--- config.mk ---
export PLATFORM = sky130hd
export DESIGN_NAME = hazard_control_unit
export DESIGN_NICKNAME = d
export VERILOG_FILES = /design/src/rtl/hazard_control_unit.sv
export SDC_FILE = /design/constraint.sdc
export NUM_CORES = 1
export LEC_CHECK = 0
export CAP_MARGIN = 30
export CORE_MARGIN = 10
export CORE_UTILIZATION = 40
export CTS_BUF_LIST = sky130_fd_sc_hd__clkbuf_8
export DETAILED_ROUTE_END_ITERATION = 6
export GPL_ROUTABILITY_DRIVEN = 0
export PLACE_DENSITY = 0.76
export SETUP_SLACK_MARGIN = 0.15
export SLEW_MARGIN = 20
export SYNTH_ARGS = -nofsm -noshare
export SYNTH_HDL_FRONTEND = slang
export SYNTH_SLANG_ARGS = --single-unit
--- constraint.sdc ---
create_clock -name clk -period 2.76 [get_ports clk]
set_input_delay 0.414 -clock clk [delete_from_list [all_inputs] [get_ports clk]]
set_output_delay 0.414 -clock clk [all_outputs]
set_load 0.05 [all_outputs]
--- src/rtl/hazard_control_unit.sv ---
// rtl/hazard_control_unit.sv - pipeline stall/flush controller: load-use, branch flush, dmem wait freeze
// Optional build macro: HAZARD_PERF_CNT_EN adds perf_stall_cycles / perf_flushes counters.
module hazard_control_unit #(
    parameter int MEM_TIMEOUT = 255,
    parameter int TMO_W       = $clog2(MEM_TIMEOUT + 1),
    parameter int PERF_W      = 32
) (
    input  logic             clk,
    input  logic             rst_n,
    input  logic [4:0]       id_rs1_addr,
    input  logic [4:0]       id_rs2_addr,
    input  logic             id_uses_rs1,
    input  logic             id_uses_rs2,
    input  logic             ex_mem_read,
    input  logic [4:0]       ex_rd_addr,
    input  logic             ex_branch_taken,
    input  logic             mem_req,
    input  logic             mem_ready,
    output logic             stall_pc,
    output logic             stall_if_id,
    output logic             flush_if_id,
    output logic             stall_id_ex,
    output logic             flush_id_ex,
    output logic             stall_ex_mem,
    output logic             bubble_mem_wb,
    output logic             mem_timeout
`ifdef HAZARD_PERF_CNT_EN
    ,
    output logic [PERF_W-1:0] perf_stall_cycles,
    output logic [PERF_W-1:0] perf_flushes
`endif
);

    typedef enum logic [0:0] {RUN, MEM_WAIT} state_t;

    localparam logic [TMO_W-1:0] TMO_MAX = TMO_W'(MEM_TIMEOUT);

    state_t            state_q, state_d;
    logic [TMO_W-1:0]  wait_cnt_q;
    logic              tmo_q;
    logic              mem_wait;
    logic              load_use;
    logic              tmo_hit;

    assign mem_wait = mem_req && !mem_ready;
    assign load_use = ex_mem_read && (ex_rd_addr != 5'd0) &&
                      ((id_uses_rs1 && (id_rs1_addr == ex_rd_addr)) ||
                       (id_uses_rs2 && (id_rs2_addr == ex_rd_addr)));
    assign tmo_hit  = mem_wait && (wait_cnt_q == TMO_MAX);

    always_ff @(posedge clk or negedge rst_n) begin
        if (!rst_n) begin
            state_q    <= RUN;
            wait_cnt_q <= '0;
            tmo_q      <= 1'b0;
        end else begin
            state_q <= state_d;
            // counts every frozen cycle including the first, so the Nth wait cycle sees N-1
            if (!mem_wait) begin
                wait_cnt_q <= '0;
            end else if (wait_cnt_q != TMO_MAX) begin
                wait_cnt_q <= wait_cnt_q + 1'b1;
            end
            if (tmo_hit) begin
                tmo_q <= 1'b1;
            end
        end
    end

    always_comb begin
        state_d = state_q;
        case (state_q)
            RUN:      if (mem_wait)  state_d = MEM_WAIT;
            MEM_WAIT: if (mem_ready) state_d = RUN;
            default:  state_d = RUN;
        endcase
    end

    // outputs are gated by rst_n so an asserted reset silences them immediately
    always_comb begin
        stall_pc      = 1'b0;
        stall_if_id   = 1'b0;
        flush_if_id   = 1'b0;
        stall_id_ex   = 1'b0;
        flush_id_ex   = 1'b0;
        stall_ex_mem  = 1'b0;
        bubble_mem_wb = 1'b0;
        mem_timeout   = 1'b0;
        if (rst_n) begin
            if (mem_wait) begin
                stall_pc      = 1'b1;
                stall_if_id   = 1'b1;
                stall_id_ex   = 1'b1;
                stall_ex_mem  = 1'b1;
                bubble_mem_wb = 1'b1;
            end else if (ex_branch_taken) begin
                flush_if_id = 1'b1;
                flush_id_ex = 1'b1;
            end else if (load_use) begin
                stall_pc    = 1'b1;
                stall_if_id = 1'b1;
                flush_id_ex = 1'b1;
            end
            mem_timeout = tmo_q || tmo_hit;
        end
    end

`ifdef HAZARD_PERF_CNT_EN
    logic branch_honoured;
    assign branch_honoured = ex_branch_taken && !mem_wait;

    always_ff @(posedge clk or negedge rst_n) begin
        if (!rst_n) begin
            perf_stall_cycles <= '0;
            perf_flushes      <= '0;
        end else begin
            if (stall_pc)        perf_stall_cycles <= perf_stall_cycles + 1'b1;
            if (branch_honoured) perf_flushes      <= perf_flushes + 1'b1;
        end
    end
`endif

endmodule

# Word level (Yosys, flattened, before mapping)
# Index checks and enable logic that the tools add are counted.
# totals
register_bits,9
out_inout_bits,8
elab_cells,33
inputBits,23
# classes
n_eq_ne,5
n_addsub,1
reduce_logical,10
n_mux,15
# op_table
cell,n
8-bit two-way mux,2
1-bit two-way mux,13
5-bit equality test,2
8-bit by 1-bit adder with 8-bit output (second input constant),1
8-bit equality test (second input constant),1
8-bit inequality test (second input constant),1
1-bit logical AND,6
5-bit nonzero test,1
1-bit logical OR,2
2-bit by 1-bit inequality test with 1-bit output (second input constant),1
1-bit logical NOT,1

# Depth between registers and ports, before layout
# logic_depth
ltp_word,8
ltp_mapped,6
ltp_nobuf,5

# Worst setup path after synthesis
# No wires, ideal clock.
# synth_path
path_type,in2out
from,in ex_rd_addr[2]
to,out stall_pc
path_buffers,1
t_required_ps,2346
cell_stages,5
setup_slack_ps,-781
arrival_time_ps,3127
cell_sequence,xor2_1 nor4_1 a32oi_1 o41ai_1 buf_4
# synth_via
elab_chain_cells,8
elab_cells_between_ends,12
cone_classes,eq/ne: 2; mux: 4; reduce/logical: 6
# synth_rtl
element,line_no,rtl
"start, declared",15,"input logic [4:0] ex_rd_addr,"
"5-bit equality test, on equally long branches","47, 48",
"1-bit logical AND, on equally long branches","47, 48",
1-bit logical OR,47,((id_uses_rs1 && (id_rs1_addr == ex_rd_addr)) ||
1-bit logical AND *,46,assign load_use = ex_mem_read && (ex_rd_addr != 5'd0) &&
1-bit two-way mux * (4 in a row),-,
"end, declared",19,"output logic stall_pc,"
# Every way passes the cells marked *; elsewhere a longest branch is shown, timed or not.

# Worst setup path in the final report
# layout_path
from,in ex_rd_addr[3]
to,out stall_pc
# layout_via
elab_chain_cells,8
elab_cells_between_ends,12
cone_classes,eq/ne: 2; mux: 4; reduce/logical: 6
# layout_rtl
element,line_no,rtl
"5-bit equality test, on equally long branches","47, 48",
"1-bit logical AND, on equally long branches","47, 48",
1-bit logical OR,47,
1-bit logical AND *,46,
1-bit two-way mux *,99,end else if (load_use) begin
1-bit two-way mux *,96,end else if (ex_branch_taken) begin
1-bit two-way mux *,90,if (mem_wait) begin
1-bit two-way mux *,89,if (rst_n) begin
# Marked as above.

==> metrics.csv <==
stage;metric;value;unit
power_and_ir_drop;power;0.404;mW
worst_setup_path;arrival;2.11;ns
sta;post-route-min-period;2.52;ns
worst_setup_path;critPathMaxFanout;3;
min_path;hold_path.class;reg2reg;
worst_setup_path;cp_data_required_time;2.35;ns
worst_setup_path;r2r_end;wait_cnt_q[2];
grt;grt_pass1_vias;696;
synthesis;synth_top_area_frac;0.342;
min_path;whs_path_depth;1;
route;drcViolationCount;0;
synthesis;yosysWarnings;0;
route;drtPass1Iterations;6;
grt;grt_usage;0.110;
clock_tree;cts_buffer_depth;2;
sta;hold_viol;0;
final_layout;final_util;0.746;
final_layout;most-common-layout-cells;13 x clkdlybuf4s50_1, 10 x nand2_1, 9 x dfrtp_1;
worst_setup_path;r2r_start;wait_cnt_q[1];
synthesis;yosysTopAreaCell;dfrtp_1;
final_layout;drive_gt1_frac;0.209;
die;initial_utilization;0.428;
grt;grt_max_degree;13;
sta;grt_setup_unrepaired;false;
power_and_ir_drop;power_density;351;nW/um2
die;dieHeight;60.6;um
sta;fin_crit_sh;0.913;
place;post-place-ws;0.149;ns
route;wire_per_inst;17.1;um
grt;antenna_found_initial;0;
clock_tree;tritoncts;yes;
synthesis;synth_seq_cells;9;
worst_setup_path;rr_worst_depth;4;
final_layout;areaGrowthSynthToFinish;74.4;%
synthesis;netlist_area;659;um2
route;routed_wl;2160;um
final_layout;layout_commonest_cell;clkdlybuf4s50_1;
worst_setup_path;endpoint_kind;output pin;
sta;setup_viol;0;
route;vias_per_cell;5.44;
die;die_x;60.6;um
clock_tree;hold_buffers;0;
worst_setup_path;cp-start-kind;input pin;
route;vias;686;
clock_tree;clock_latency;0.24;ns
power_and_ir_drop;vdd_ir_drop_max;256;uV
worst_setup_path;cp-startpoint;ex_rd_addr[3];
min_path;min_from;tmo_q;
synthesis;syn_inst;78;
route;drtIter0Drc;20;
die;die_area;3670;um2
sta;tightest_slew;0.420;ns
grt;grt_pass1_wl;3180;um
power_and_ir_drop;leakagePower;0.559;nW
die;io_pins;31;
grt;overflow;0;
final_layout;diodes;0;
synthesis;seq_area_frac_synth;0.342;
synthesis;netlist_top_cells_area;dfrtp_1 34%, xor2_1 11%, nand2_1 5.7%;
sta;maxSlewHeadroom;0.718;
sta;finalMaxSlewViolations;0;
sta;finClkSkew;0.00801;ns
place;port_buffers;30;
die;coreArea;1540;um2
worst_setup_path;crit_type;in2out;
worst_setup_path;regToRegSetupSlack;1.12;ns
route;ant_nets;0;
synthesis;avgSynthCellArea;8.45;um2
sta;timing.final.ws_setup;0.240;ns
synthesis;syn-num-nets;102;
synthesis;ys_types;32;
clock_tree;cts.clk_slew.worst_paths;0.05;ns
clock_tree;numCtsBuffers;3;
sta;fmax;0.397;GHz
sta;fin_hold_ws;0.454;ns
min_path;min_to;tmo_q;
clock_tree;cts_root_buf;clkbuf_8;
clock_tree;clock_sinks;9;
job;maxCapViolations;0;
place;hpwlAfterDp;1650;um
run_status;status;finished clean;
clock_tree;cts.htree.levels;1;
final_layout;nNetsFinal;135;
die;rows;14;
-- what timing repair did --
action,in CTS,in global routing
gates resized for setup,1,12
gates cloned,0,0
pin swaps,2,4
hold endpoints to repair,0,0
setup endpoints to repair,2,4
buffers inserted,0,0
-- cells in the mapped netlist, drive strengths merged --
library cell,count
or4,1
o41ai,2
nand4b,1
and2,2
nand2b,2
inv,4
nand3,3
ha,1
xnor2,2
a31o,1
nand2,10
xor2,8
nor2,5
nor3,2
o21ai,5
dfrtp,9
mux2i,1
a211oi,1
a32oi,1
nand4,2
buf,4
a21oi,2
a31oi,3
nor2b,2
nor4,2
or3,1
clkbuf,1
-- worst max-delay path, cell delays in order --
cell and delay [ns]:
clkdlybuf4s50_1 0.48, xor2_1 0.20, nor4_2 0.21, a32oi_2 0.12, o41ai_2 0.36, buf_4 0.19, buf_12 0.13
-- how the worst max path moves through the flow --
stage | to | slack (ns)
finish | stall_pc | 0.24
global route | stall_pc | 0.11
CTS | stall_pc | 0.16
detailed placement | stall_pc | 0.15
global placement | stall_if_id | 0.18
floorplan | stall_pc | -0.04
-- stage by stage --
stage / instances / TNS [ns] / area [um2]
floorplan: 78 / -0.0448 / 674
global placement: 122 / 0 / 1060
detailed placement: 122 / 0 / 1060
CTS: 126 / 0 / 1100
global route: 126 / 0 / 1150
finish: 126 / 0 / 1150
-- routing by layer --
| metal | GRT usage | share of wire | vias up |
|---|---|---|---|
| met3 | 0.0334 | 0.086 | 4 |
| met5 | 0 | 0 | - |
| li1 | - | - | 338 |
| met4 | 0.0564 | 0.017 | 0 |
| met2 | 0.179 | 0.51 | 31 |
| met1 | 0.127 | 0.39 | 313 |
-- kinds of logic (layout without fill, tap and decap cells) --
logic type / Yosys count / count (layout) / synth area share
mux: 1 / 1 / 0.0152
xor+xnor: 10 / 10 / 0.133
buf+inv: 9 / 41 / 0.0797
compound gates: 15 / 15 / 0.146
fa+ha+maj: 1 / 1 / 0.0190
flops: 9 / 9 / 0.342
simple gates: 33 / 33 / 0.266
-- report_power, final --
part	switching [mW]	internal (mW)
registers	0.00202	0.134
clock network	0.0576	0.0989
logic	0.0531	0.0584
-- state kept, by name, indices dropped and copies added, names as in the netlist --
register and flops:
tmo_q 1, wait_cnt_q 8
-- final cells by class --
type	instances	area, um2
inverters	4	15.0
repair buffers	33	422
clock buffers	3	41.3
well taps	16	20.0
fillers	116	392
clock inverters	1	5.00
multi-input cells	60	422
flip-flops and latches	9	225
Note: power is estimated with default switching activity, not from simulation.
==> patch 1: new RTL, config.mk and constraints unchanged <==
The option `HAZARD_PERF_CNT_EN` is turned on by a define.
--- a/src/rtl/hazard_control_unit.sv
+++ b/src/rtl/hazard_control_unit.sv
@@ -2,2 +2,4 @@
 // Optional build macro: HAZARD_PERF_CNT_EN adds perf_stall_cycles / perf_flushes counters.
+`define HAZARD_PERF_CNT_EN
+
 module hazard_control_unit #(
Function (old outputs only; new: perf_flushes and perf_stall_cycles): kept (equiv_simple and equiv_induct, registers matched by name and starting in step).
==> patch 1 against the unedited design <==
Final area rose to 4.4 times the old value; synthesized area grew to 5.5 times the old value; total power rose to 7.6 times the old value; worst setup slack got worse by 6.4 ps; die area increased to 3.6 times the old value; wire length rose to 4.2 times the old value; count of clock-buffer cells in the layout up 6; sequential cell count is 64 higher; critical path type unchanged; critical endpoint unchanged; highest routed layer unchanged.
==> patch 1: results (changes against the unedited design) <==
| Metric | Value |
|---|---|
| Dpl ws | `107 ps (-41.4 ps)` |
| CTS H-tree lvls | `3 (+2)` |
| End of the critical path | `stall_pc` |
| Fraction of the mapped netlist area in adder cells | `1.04% (-0.86 points)` |
| Starting DRT DRC Count | `235 (+1100%)` |
| Final worst slack | `234 ps (-6.44 ps)` |
| Vias in the first global route | `2,909 (+320%)` |
| Status | `completed` |
| Synth Area in Compound Gates | `1.91% (-13 points)` |
| Post-CTS Hold Fix Bufs | `1 (+1)` |
| Mux share of post-synthesis cell area | `0.903% (-0.61 points)` |
| Longest Clk Path Bufs | `2 (unchanged)` |
| Syn_nets | `361 (+250%)` |
| Layout Cells excl Fill | `553 (+340%)` |
| Via density | `5.15 (-5.4%)` |
| Final HPWL DP | `6760 um (+310%)` |
| Hold Path Sink | `tmo_q$_DFFE_PN0P_` |
| Area growth, synth to finish | `38.9%` |
| Cell variety after synth | `42 (+31%)` |
| Fillers | `758 (+550%)` |
| Worst-Skew Late Latency | `340 ps (+100 ps)` |
| Reg2reg end | `perf_stall_cycles[28]$_DFFE_PN0P_` |
| Cell count after placement | `538 (+340%)` |
| Routed WL per cell | `16.2 um (-5.3%)` |
| TritonRoute pass-1 iters | `4 (-2)` |
| Mapped Cells | `335 (+330%)` |
| WHS Path Cells | `1 (unchanged)` |
| Post-Synth XOR/XNOR Area | `18.5% (+5.2 points)` |
| Top post-synthesis cells by area | `dfrtp_1 51%, xor2_1 9.7%, xnor2_1 8.8%` |
| Clock transition at path regs | `70 ps (+20 ps)` |
| GRT Total Usage | `13.7% (+2.6 points)` |
| Peak supply drop | `0.734 mV (+190%)` |
| Placement-stage cell area | `0.00473 mm2 (+350%)` |
| Internal power | `2.04 mW (+600%)` |
| Commonest cells in the netlist | `73 x dfrtp_1, 40 x xor2_1, 36 x xnor2_1` |
| First-pass GRT wire length | `14,900 um (+370%)` |
| CTS Buf Count | `9 (+6)` |
| Clock Skews | `11.8 ps (+3.74 ps)` |
| Leakage | `2.26 nW (+300%)` |
| CTS root buf | `clkbuf_8` |
| Reg2Reg Depth | `6 (+2)` |
| Final nets | `468 (+250%)` |
| Crit Path Max Fanout | `3 (unchanged)` |
| Sequential area share after synthesis | `50.7% (+17 points)` |
| Post-CTS Resized | `2 (+1)` |
| R2R setup slack | `780 ps (-340 ps)` |
| Largest net degree at the start of global routing | `55 (+42)` |
| Share of layout cells above drive strength 1 | `11.9% (-9.0 points)` |
| Top flop regs | `perf_flushes (32), perf_stall_cycles (32), wait_cnt_q (8)` |
| Reg-to-Reg Start | `perf_stall_cycles[14]$_DFFE_PN0P_` |
| Critical path's slowest cell | `or4_4` |
| Initial antenna violation count | `0 (unchanged)` |
| Worst hold slack | `467 ps (+12.8 ps)` |
-- patch 1: critical path, delay by kind of cell --
kind,cells,cell delay [ps]
and+or+nand+nor,3,710
buffers and inverters,3,640
AOI/OAI and AO/OA,2,340
-- patch 1: area by class of cell --
class / instances / area share, %
multi-input cells: 246 / 34.2
inverters: 6 / 0.450
well taps: 108 / 2.70
clock buffers: 9 / 2.48
clock inverters: 5 / 2.13
repair buffers: 106 / 21.5
flip-flops and latches: 73 / 36.5
-- patch 1: power by group through the flow --
stage | clock [mW] | sequential (mW) | combinational [mW]
floorplan | 0 | 1.57 | 0.192
global placement | 0 | 1.29 | 0.794
detailed placement | 0 | 1.30 | 0.805
CTS | 0.999 | 1.28 | 0.809
global route | 1.05 | 1.30 | 0.849
finish | 0.973 | 1.28 | 0.800
-- patch 1: layer usage --
layer | wire, um | GRT usage [%]
met5 | 0 | 0
met4 | 160 | 5.45
met3 | 548 | 2.97
met2 | 4620 | 22.6
met1 | 3640 | 17.0
==> patch 2: new RTL, config.mk and constraints unchanged <==
Without the edit above. Register the output `mem_timeout`; this adds one clock of latency there. The other outputs are not delayed to match.
--- a/src/rtl/hazard_control_unit.sv
+++ b/src/rtl/hazard_control_unit.sv
@@ -36,2 +36,4 @@
     localparam logic [TMO_W-1:0] TMO_MAX = TMO_W'(MEM_TIMEOUT);
+
+    logic mem_timeout_d;
 
@@ -87,3 +89,3 @@
         bubble_mem_wb = 1'b0;
-        mem_timeout   = 1'b0;
+        mem_timeout_d = 1'b0;
         if (rst_n) begin
@@ -103,3 +105,3 @@
             end
-            mem_timeout = tmo_q || tmo_hit;
+            mem_timeout_d = tmo_q || tmo_hit;
         end
@@ -122,2 +124,6 @@
 
+    always_ff @(posedge clk) begin
+        mem_timeout <= mem_timeout_d;
+    end
+
 endmodule
Behaviour: same outputs for any inputs over 10 cycles, from zero or initial values and one cycle with rst_n low; that may be too few to reach the edited logic, so the function may still have changed.
==> patch 2 against the unedited design <==
Synthesized area is 2.7% higher; clock skew fell by 1.5 ps; sequential cell count up 1; final area unchanged; register-to-register slack barely moved; highest routed layer unchanged; worst setup slack improved by 12 ps; via count is 0.87% lower; total power increased by 2.2%; wire length shrank 9.8%; critical endpoint is now stall_if_id.
==> patch 2: results (changes against the unedited design) <==
| Metric | Value |
|---|---|
| Share of layout cells above drive strength 1 | `18.5% (-2.4 points)` |
| Status | `completed` |
| Async SR Flop Fraction | `90.0% (-10 points)` |
| TritonRoute pass-1 iters | `4 (-2)` |
| Final HPWL DP | `1630 um (-1.3%)` |
| Clock network fraction of total power | `37.0% (-1.8 points)` |
| Dpl ws | `1.49 ps (-147 ps)` |
| Starting DRT DRC Count | `10 (-50%)` |
| Largest net degree at the start of global routing | `13 (unchanged)` |
| Sequential area share after synthesis | `36.2% (+2.1 points)` |
| Vias | `680 (-0.87%)` |
| Leakage | `0.522 nW (-6.6%)` |
| Commonest cells in the netlist | `9 x dfrtp_1, 9 x xor2_1, 7 x nand2_1` |
| Peak supply drop | `0.422 mV (+65%)` |
| Top post-synthesis cells by area | `dfrtp_1 33%, xor2_1 12%, nand2_1 3.9%` |
| Worst slew margin | `66.3% (-5.5 points)` |
| Crit path arrival time | `2090 ps (-20 ps)` |
| CTS H-tree lvls | `1 (unchanged)` |
| Top flop regs | `wait_cnt_q (8), mem_timeout (1), tmo_q (1)` |
| First-pass GRT wire length | `3150 um (-1.1%)` |
| CTS Buf Count | `3 (unchanged)` |
| Cell count after placement | `119 (-2.5%)` |
| Final nets | `133 (-1.5%)` |
| Fillers | `109 (-6.0%)` |
| Longest Clk Path Bufs | `2 (unchanged)` |
| Syn_nets | `99 (-2.9%)` |
| Routed WL per cell | `15.7 um (-8.3%)` |
| Via density | `5.48 (+0.72%)` |
| Placement-stage cell area | `0.00107 mm2 (+0.71%)` |
| GRT Total Usage | `11.2% (+0.18 points)` |
| Crit Path Max Fanout | `2 (-1)` |
| Sw frac | `26.4% (-1.5 points)` |
| Cell variety after synth | `31 (-3.1%)` |
| Delay of the slowest critical-path stage | `420 ps (-60 ps)` |
| Mapped Cells | `75 (-3.8%)` |
| Vias in the first global route | `725 (+4.2%)` |
| Number of max-cap violations | `0 (unchanged)` |
| Worst-Skew Late Latency | `240 ps (about the same)` |
| Clock Skews | `6.50 ps (-1.51 ps)` |
| Post-synth top flop | `dfrtp_1` |
==> patch 2: critical path: cells and delay by family <==
family                 cells  cell delay, ps
XOR/XNOR                   1             150
buffers and inverters      3             750
AND/OR/NAND/NOR            1             290
AO/OA/AOI/OAI              2             490
==> patch 2: kinds of logic after synthesis <==
| logic type | share of synthesized area [%] |
|---|---|
| compound gates | 12.4 |
| xor+xnor | 14.2 |
| fa+ha+maj | 1.85 |
| buf+inv | 5.54 |
| flops | 36.2 |
| mux | 1.48 |
| simple gates | 28.3 |
==> patch 2: repair_timing <==
action | in CTS | in global routing
gates cloned | 0 | 0
endpoints found under the setup margin | 2 | 3
pin swaps | 3 | 3
buffers inserted | 1 | 0
gates resized for setup | 6 | 3
==> patch 2: worst paths after layout <==
| kind | start | end | slack (ps) | cells after the start |
|---|---|---|---|---|
| worst max-delay path | id_rs1_addr[3] | stall_if_id | 250 | 7 |
| worst min-delay path | tmo_q$_DFFE_PN0P_ | tmo_q$_DFFE_PN0P_ | 450 | 1 |
| max in group asynchronous | rst_n | wait_cnt_q[1]$_DFFE_PN0N_ | 2060 | 2 |
| worst min register to register | tmo_q$_DFFE_PN0P_ | tmo_q$_DFFE_PN0P_ | 450 | 1 |
| min in group asynchronous | rst_n | wait_cnt_q[5]$_DFFE_PN0N_ | 540 | 2 |
| worst max register to register | wait_cnt_q[0]$_DFFE_PN0N_ | wait_cnt_q[5]$_DFFE_PN0N_ | 1120 | 5 |
==> patch 2: final cells by class <==
class                           instances  area share (%)
Multi-Input combinational cell         58            38.3
Clock buffer                            3            3.59
Clock inverter                          1           0.326
Timing Repair Buffer                   32            33.4
Tap cell                               16            1.74
Sequential cell                        10            21.3
Inverter                                4            1.31
==> patch 2: per-stage QoR <==
| step | utilization (%) | hold WS [ps] | TNS [ps] |
|---|---|---|---|
| 2_1_floorplan | - | 118 | -44.8 |
| 3_3_place_gp | 68.5 | 436 | 0 |
| 3_5_place_dp | 68.5 | 445 | 0 |
| 4_1_cts | 72.8 | 459 | 0 |
| 5_1_grt | 73.8 | 468 | 0 |
| 6_report | 73.8 | 453 | 0 |
==> patch 2: per-layer routing <==
| layer | share of wire (%) | global-route usage, % | wire length [um] | up-vias |
|---|---|---|---|---|
| li1 | - | - | - | 333 |
| met1 | 40 | 12.8 | 784 | 309 |
| met2 | 46 | 16.4 | 900 | 34 |
| met3 | 11 | 6.17 | 223 | 4 |
| met4 | 2.1 | 5.86 | 40 | 0 |
| met5 | 0 | 0 | 0 | - |
==> patch 2: power by group through the flow <==
stage | registers, mW | clock network [mW] | logic (mW)
floorplan | 0.152 | 0 | 0.0419
global placement | 0.152 | 0 | 0.104
detailed placement | 0.152 | 0 | 0.105
CTS | 0.150 | 0.156 | 0.108
global route | 0.150 | 0.165 | 0.116
finish | 0.150 | 0.153 | 0.110
